--- config.mk ---
export PLATFORM = sky130hd
export DESIGN_NAME = mult_wb
export DESIGN_NICKNAME = d
export VERILOG_FILES = /design/src/rtl/mult_wb_pkg.sv /design/src/rtl/mult_wb_fifo.sv /design/src/rtl/mult_wb.sv
export SDC_FILE = /design/constraint.sdc
export NUM_CORES = 1
export LEC_CHECK = 0
export CAP_MARGIN = 20
export CORE_MARGIN = 2
export CORE_UTILIZATION = 25
export CTS_BUF_LIST = sky130_fd_sc_hd__clkbuf_8 sky130_fd_sc_hd__clkbuf_16
export DETAILED_ROUTE_END_ITERATION = 10
export GPL_TIMING_DRIVEN = 0
export PLACE_DENSITY = 0.69
export SETUP_SLACK_MARGIN = 0.4
export SLEW_MARGIN = 20
export SYNTH_ARGS = -nofsm -noshare
export SYNTH_HDL_FRONTEND = slang
export SYNTH_SLANG_ARGS = --single-unit
--- constraint.sdc ---
create_clock -name clock_i -period 0.8 [get_ports clock_i]
set_input_delay 0.16 -clock clock_i [delete_from_list [all_inputs] [get_ports clock_i]]
set_output_delay 0.16 -clock clock_i [all_outputs]
set_load 0.1 [all_outputs]
--- src/rtl/mult_wb_pkg.sv ---
// ---------------------------------------------------------------------------
// mult_wb_pkg : shared backend constants and the multiplier tag record.
// Revision    : 1.0
// ---------------------------------------------------------------------------
`default_nettype none

package mult_wb_pkg;

  localparam int MULT_LATENCY = 5;
  localparam int TAG_PREG_W   = 6;
  localparam int TAG_ROB_W    = 6;

  typedef struct packed {
    logic                  valid;
    logic [TAG_PREG_W-1:0] prd;
    logic [TAG_ROB_W-1:0]  rob_idx;
  } mult_tag_t;

endpackage

`default_nettype wire

--- src/rtl/mult_wb_fifo.sv ---
// ---------------------------------------------------------------------------
// mult_wb_fifo : writeback result FIFO, any depth >= 2, flushable.
// Revision     : 1.0
// ---------------------------------------------------------------------------
`default_nettype none

module mult_wb_fifo #(
  parameter int DEPTH = 4,
  parameter int WIDTH = 44
) (
  input  logic                           clock_i,
  input  logic                           reset_i,
  input  logic                           flush_i,
  input  logic                           push_i,
  input  logic [WIDTH-1:0]               push_data_i,
  input  logic                           pop_i,
  output logic [WIDTH-1:0]               head_o,
  output logic                           empty_o,
  output logic [$clog2(DEPTH+1)-1:0]     count_o
);

  localparam int PTR_W = $clog2(DEPTH);
  localparam int CNT_W = $clog2(DEPTH+1);

  logic [WIDTH-1:0] mem_q [DEPTH];
  logic [PTR_W-1:0] wr_ptr_q, wr_ptr_d;
  logic [PTR_W-1:0] rd_ptr_q, rd_ptr_d;
  logic [CNT_W-1:0] count_q, count_d;
  logic             full, push_ok, pop_ok;

  // Pointers wrap explicitly so non power-of-two depths stay exact.
  function automatic logic [PTR_W-1:0] ptr_inc(input logic [PTR_W-1:0] p);
    return (p == PTR_W'(DEPTH-1)) ? '0 : p + 1'b1;
  endfunction

  assign empty_o = (count_q == '0);
  assign full    = (count_q == CNT_W'(DEPTH));
  assign pop_ok  = pop_i && !empty_o;
  assign push_ok = push_i && !flush_i && (!full || pop_ok);
  assign head_o  = mem_q[rd_ptr_q];
  assign count_o = count_q;

  always_comb begin
    wr_ptr_d = wr_ptr_q;
    rd_ptr_d = rd_ptr_q;
    count_d  = count_q;
    if (flush_i) begin
      wr_ptr_d = '0;
      rd_ptr_d = '0;
      count_d  = '0;
    end else begin
      if (push_ok) wr_ptr_d = ptr_inc(wr_ptr_q);
      if (pop_ok)  rd_ptr_d = ptr_inc(rd_ptr_q);
      count_d = count_q + CNT_W'(push_ok) - CNT_W'(pop_ok);
    end
  end

  always_ff @(posedge clock_i or posedge reset_i) begin
    if (reset_i) begin
      wr_ptr_q <= '0;
      rd_ptr_q <= '0;
      count_q  <= '0;
    end else begin
      wr_ptr_q <= wr_ptr_d;
      rd_ptr_q <= rd_ptr_d;
      count_q  <= count_d;
    end
  end

  always_ff @(posedge clock_i) begin
    if (push_ok) mem_q[wr_ptr_q] <= push_data_i;
  end

endmodule

`default_nettype wire

--- src/rtl/mult_wb.sv ---
// ---------------------------------------------------------------------------
// mult_wb : multiplier tag pipeline with credit-controlled writeback buffer.
// Config  : MULT_WB_BUFFER_EN enables the FIFO/credit path; otherwise direct.
// Revision: 1.0
// ---------------------------------------------------------------------------
`default_nettype none

module mult_wb
  import mult_wb_pkg::*;
#(
  parameter int MULT_LATENCY = mult_wb_pkg::MULT_LATENCY,
  parameter int WB_DEPTH     = 4,
  parameter int PREG_W       = TAG_PREG_W,
  parameter int ROB_W        = TAG_ROB_W
) (
  input  logic              clock_i,
  input  logic              reset_i,
  input  logic              issue_valid_i,
  input  logic [PREG_W-1:0] issue_prd_i,
  input  logic [ROB_W-1:0]  issue_rob_idx_i,
  output logic              issue_ready_o,
  input  logic [31:0]       mult_result_i,
  input  logic              flush_i,
  output logic              wb_valid_o,
  output logic [31:0]       wb_data_o,
  output logic [PREG_W-1:0] wb_prd_o,
  output logic [ROB_W-1:0]  wb_rob_idx_o,
  input  logic              wb_ready_i
);

  logic [MULT_LATENCY-1:0] tag_vld_q, tag_vld_d;
  logic [PREG_W-1:0]       tag_prd_q [MULT_LATENCY];
  logic [ROB_W-1:0]        tag_rob_q [MULT_LATENCY];
  logic                    issue_fire;
  logic                    last_vld;
  logic [PREG_W-1:0]       last_prd;
  logic [ROB_W-1:0]        last_rob;

  assign issue_fire = issue_valid_i && issue_ready_o && !flush_i;
  assign last_vld   = tag_vld_q[MULT_LATENCY-1];
  assign last_prd   = tag_prd_q[MULT_LATENCY-1];
  assign last_rob   = tag_rob_q[MULT_LATENCY-1];

  always_comb begin
    tag_vld_d    = '0;
    tag_vld_d[0] = issue_fire;
    for (int k = 1; k < MULT_LATENCY; k++) begin
      tag_vld_d[k] = tag_vld_q[k-1] && !flush_i;
    end
  end

  always_ff @(posedge clock_i or posedge reset_i) begin
    if (reset_i) tag_vld_q <= '0;
    else         tag_vld_q <= tag_vld_d;
  end

  // Tag payload is qualified by tag_vld_q, so it needs no reset.
  always_ff @(posedge clock_i) begin
    tag_prd_q[0] <= issue_prd_i;
    tag_rob_q[0] <= issue_rob_idx_i;
    for (int k = 1; k < MULT_LATENCY; k++) begin
      tag_prd_q[k] <= tag_prd_q[k-1];
      tag_rob_q[k] <= tag_rob_q[k-1];
    end
  end

`ifdef MULT_WB_BUFFER_EN
  localparam int PAY_W  = 32 + PREG_W + ROB_W;
  localparam int FCNT_W = $clog2(WB_DEPTH+1);
  localparam int CRD_W  = $clog2(MULT_LATENCY+WB_DEPTH+1);

  logic [PAY_W-1:0]  head;
  logic              empty;
  logic [FCNT_W-1:0] fifo_cnt;
  logic [CRD_W-1:0]  credit;
  logic              pop;

  assign pop = !empty && wb_ready_i;

  mult_wb_fifo #(
    .DEPTH (WB_DEPTH),
    .WIDTH (PAY_W)
  ) u_fifo (
    .clock_i     (clock_i),
    .reset_i     (reset_i),
    .flush_i     (flush_i),
    .push_i      (last_vld),
    .push_data_i ({mult_result_i, last_prd, last_rob}),
    .pop_i       (pop),
    .head_o      (head),
    .empty_o     (empty),
    .count_o     (fifo_cnt)
  );

  // Every in-flight tag already owns a FIFO slot, so the FIFO never overflows.
  always_comb begin
    credit = CRD_W'(fifo_cnt);
    for (int k = 0; k < MULT_LATENCY; k++) begin
      credit = credit + CRD_W'(tag_vld_q[k]);
    end
  end

  assign issue_ready_o = (credit < CRD_W'(WB_DEPTH));
  assign wb_valid_o    = !empty;
  assign {wb_data_o, wb_prd_o, wb_rob_idx_o} = empty ? '0 : head;
`else
  logic unused_w;

  assign issue_ready_o = 1'b1;
  assign wb_valid_o    = last_vld;
  assign wb_data_o     = last_vld ? mult_result_i : '0;
  assign wb_prd_o      = last_vld ? last_prd : '0;
  assign wb_rob_idx_o  = last_vld ? last_rob : '0;
  assign unused_w      = wb_ready_i & (WB_DEPTH > 1);
`endif

endmodule

`default_nettype wire

# Word level (Yosys, flattened, before mapping)
# Memories as Yosys holds them, arrays and structs flattened.
# Cells that the tools add are included.
# word_totals
register_bits	5
mem_bits_ro	0
latch_bits	0
out_inout_bits	46
n_memories	2
ram_bits	60
word_cells	12
# op_classes
bitwise_logic	0
n_addsub	0
n_mux	3
n_mul	0
reduce_logical	6
eq_ne	0
n_div	0
shifts	0
magnitude_cmp	0
# memory_table
name	depth	width	rd	rd_clocked_by_memory_dff	wr	line	rtl
tag_prd_q	5	6	5	0	5	mult_wb.sv:32	logic [PREG_W-1:0] tag_prd_q [MULT_LATENCY];
tag_rob_q	5	6	5	0	5	mult_wb.sv:33	logic [ROB_W-1:0] tag_rob_q [MULT_LATENCY];
# ops
cell	count
$mux W32	1
$mux W6	2
$logic_and A1 B1 Y1	5
$logic_not A1 Y1	1

# Depth between registers and ports, before layout
# logic_depth
ltp_word	2
depth_mapped	2

# Worst setup path before layout
# OpenSTA, ideal clock, no wires.
# synth_timing
path_type	register to output
start	register tag_vld_q[4]
end	output port wb_data_o[0]
slack_ns	-1.108
n_path_buf	1
t_arrival_ns	1.748
path_stages_with_launch	3
cell_sequence	dfrtp_1 > clkbuf_2 > and2_2
# synth_between
elab_chain_len	1
# synth_lines
element	line	rtl
start, declared	mult_wb.sv:31	logic [MULT_LATENCY-1:0] tag_vld_q, tag_vld_d;
start signal, assigned	mult_wb.sv:54	else tag_vld_q <= tag_vld_d;
$mux W32	mult_wb.sv:111	assign wb_data_o = last_vld ? mult_result_i : '0;
end, declared	mult_wb.sv:25	output logic [31:0] wb_data_o,
# No other way between the ends.

# Worst setup path in the final report
# layout_timing
start	register tag_vld_q[4]
end	output port wb_data_o[3]
# The elaborated chain is that of the path after synthesis.

==> flow_summary.yaml <==
critical_path:
  timing.rr.end: "tag_vld_q[4]"
  r2r_setup_slack_ns: 0.21
  arrival_ns: 1.34
  critical_path.endpoint_type: "output pin"
  worstReg2RegStart: "tag_vld_q[3]"
  cp_cell_sequence: "buf_8 > and2_4 > buf_12"
  r2r_cells: 1
  crit_family: "flip-flops"
  critical_path.max_stage_delay_ns: 0.54
  cp_slowest_cell: "dfrtp_4"
  crit_fanout: 10
  path_buf_inv: 2
  worstPathRequired_ns: 0.64
  crit_type: "flop to output pin"
  worstSetupStartpointType: "flop"
layout:
  nNetsFinal: 276
  syn_to_final_growth_pct: 107
  layout_common_cells: "46 x buf_12, 46 x dfxtp_1, 45 x clkdlybuf4s50_1"
  fin_cells: 312
  antennaDiodeCount: 0
  drive_gt1_frac: 0.556
clocking:
  cts_tree: "done"
  numCtsBuffers: 9
  clk_pin_slew_ns: 0.06
  clock_latency_ns: 0.32
  cts_max_path_buffers: 2
  holdBufCountCts: 0
  clock-sinks: 65
  cts_root_buf: "clkbuf_8"
  h-tree-depth: 3
power_and_ir_drop:
  ir_drop_mv: 1.57
  finalPower_mw: 6.78
  power_leakage_nw: 1.50
  power.density_mw_per_mm2: 1900
placed_design:
  dp_cells: 293
  placement.io_buffers: 92
  gp_congestion: 0.607
floorplan:
  die_h_um: 87.0
  start_util: 0.256
  dieArea_mm2: 0.00757
  die_w_um: 87.0
  core_mm2: 0.00672
  fp-row-count: 30
  pin_count: 95
synth:
  yosys-top-cells-area: "dfxtp_1 70%, and2_2 19%, dfrtp_1 7.3%, nor2b_1 1.8%, clkbuf_2 1.2%"
  yosys.area.top_type_share: 0.697
  netlist_area_mm2: 0.00172
  syn_inst: 121
  avgSynthCellArea_um2: 14.2
  yosysTopAreaCell: "dfxtp_1"
  ys_types: 8
  synth_warnings: 0
  syn_nets: 170
  ys_ff_latch: 65
  ys_seq_area_frac: 0.770
grt:
  antenna_found_initial: 0
  track_usage: 0.0902
  grt_max_degree: 13
  grt_first_pass_wirelength_um: 5070
  grt-ovfl-total: 0
  first_global_vias: 1122
sta:
  worst_clock_skew_ns: 0.00590
  slew_violations: 0
  layout_setup_ws_ns: -0.705
  grt_setup_unrepaired: "true"
  setup-violations-final: 45
  timing.fmax_ghz: 0.664
  hold_viol: 0
  period_needed_ns: 1.50
  fin_crit_sh: 1.88
  tns_ns: -31.29
drt:
  ant_nets: 0
  drcViolationCount: 0
  via_count: 1133
  routedWlPerCell_um: 10.1
  viasPerCell: 3.63
  routed_wl_um: 3170
  drt_iter0_drc: 18
  first_pass_iters: 2
worst_hold_path:
  hold_class: "primary input to asynchronous set/reset pin"
run:
  cap_violations: 0
run_status:
  status: "finished, violations left"
  violations: "setup timing"
## metal layers
layer	GRT usage	part of all wire
met2	0.151	0.48
met1	0.0870	0.36
met5	0	0
met4	0.0597	0.026
met3	0.0455	0.13
## flip-flops by register name (all words and copies together) (netlist names)
register and flops:
tag_prd_q 30, tag_rob_q 30, tag_vld_q 5
## repair_timing
item	4_1_cts	5_1_grt
gates resized for setup	413	21
setup endpoints to repair	59	82
pin swaps	1	2
buffers inserted	1	2
cloned	0	0
## synth_stat cells, drive strengths merged
master and n:
dfrtp 5, clkbuf 4, nor2b 5, conb 1, dfxtp 60, inv 1
and2 44, buf 1
## logic make-up after synthesis
logic type / share of synthesized area
flip-flops: 0.770
AND/OR/NAND/NOR: 0.210
other: 0.00218
buffers and inverters: 0.0182
## cell type report
class	count	area (µm²)
tap	80	100
buffer	5	67.6
clock buffer	9	124
timing repair buffer	95	1410
inverter	1	3.75
multi-input combinational	50	428
sequential	65	1350
clock inverter	7	95.1
fill	564	3150
## per-stage QoR
step | cell area, µm² | hold WS [ns] | setup WS (ns) | utilization
CTS | 3510 | 0.0232 | -0.746 | 0.523
global placement | 2830 | 0.310 | -1.30 | 0.422
finish | 3570 | 0.0369 | -0.705 | 0.532
detailed placement | 2830 | 0.312 | -1.31 | 0.422
floorplan | 1810 | -0.0615 | -0.549 | -
global route | 3570 | 0.0377 | -0.759 | 0.532
## worst max path at each step
| stage | startpoint | slack (ns) | endpoint | cells past startpoint |
|---|---|---|---|---|
| floorplan | tag_vld_q[4] | -0.55 | wb_data_o[0] | 2 |
| global placement | tag_vld_q[4] | -1.30 | wb_rob_idx_o[3] | 3 |
| detailed placement | tag_vld_q[4] | -1.31 | wb_prd_o[2] | 3 |
| CTS | tag_vld_q[4] | -0.75 | wb_rob_idx_o[0] | 3 |
| global route | tag_vld_q[4] | -0.76 | wb_prd_o[1] | 3 |
| finish | tag_vld_q[4] | -0.70 | wb_data_o[3] | 3 |
## report_power, final
| group | leakage, nW | internal [mW] | switching (mW) |
|---|---|---|---|
| sequential | 0.572 | 3.41 | 0.0330 |
| clock | 0.109 | 1.75 | 1.12 |
| combinational | 0.819 | 0.279 | 0.182 |
| total | 1.50 | 5.44 | 1.34 |
(Power assumes the default switching activity.)
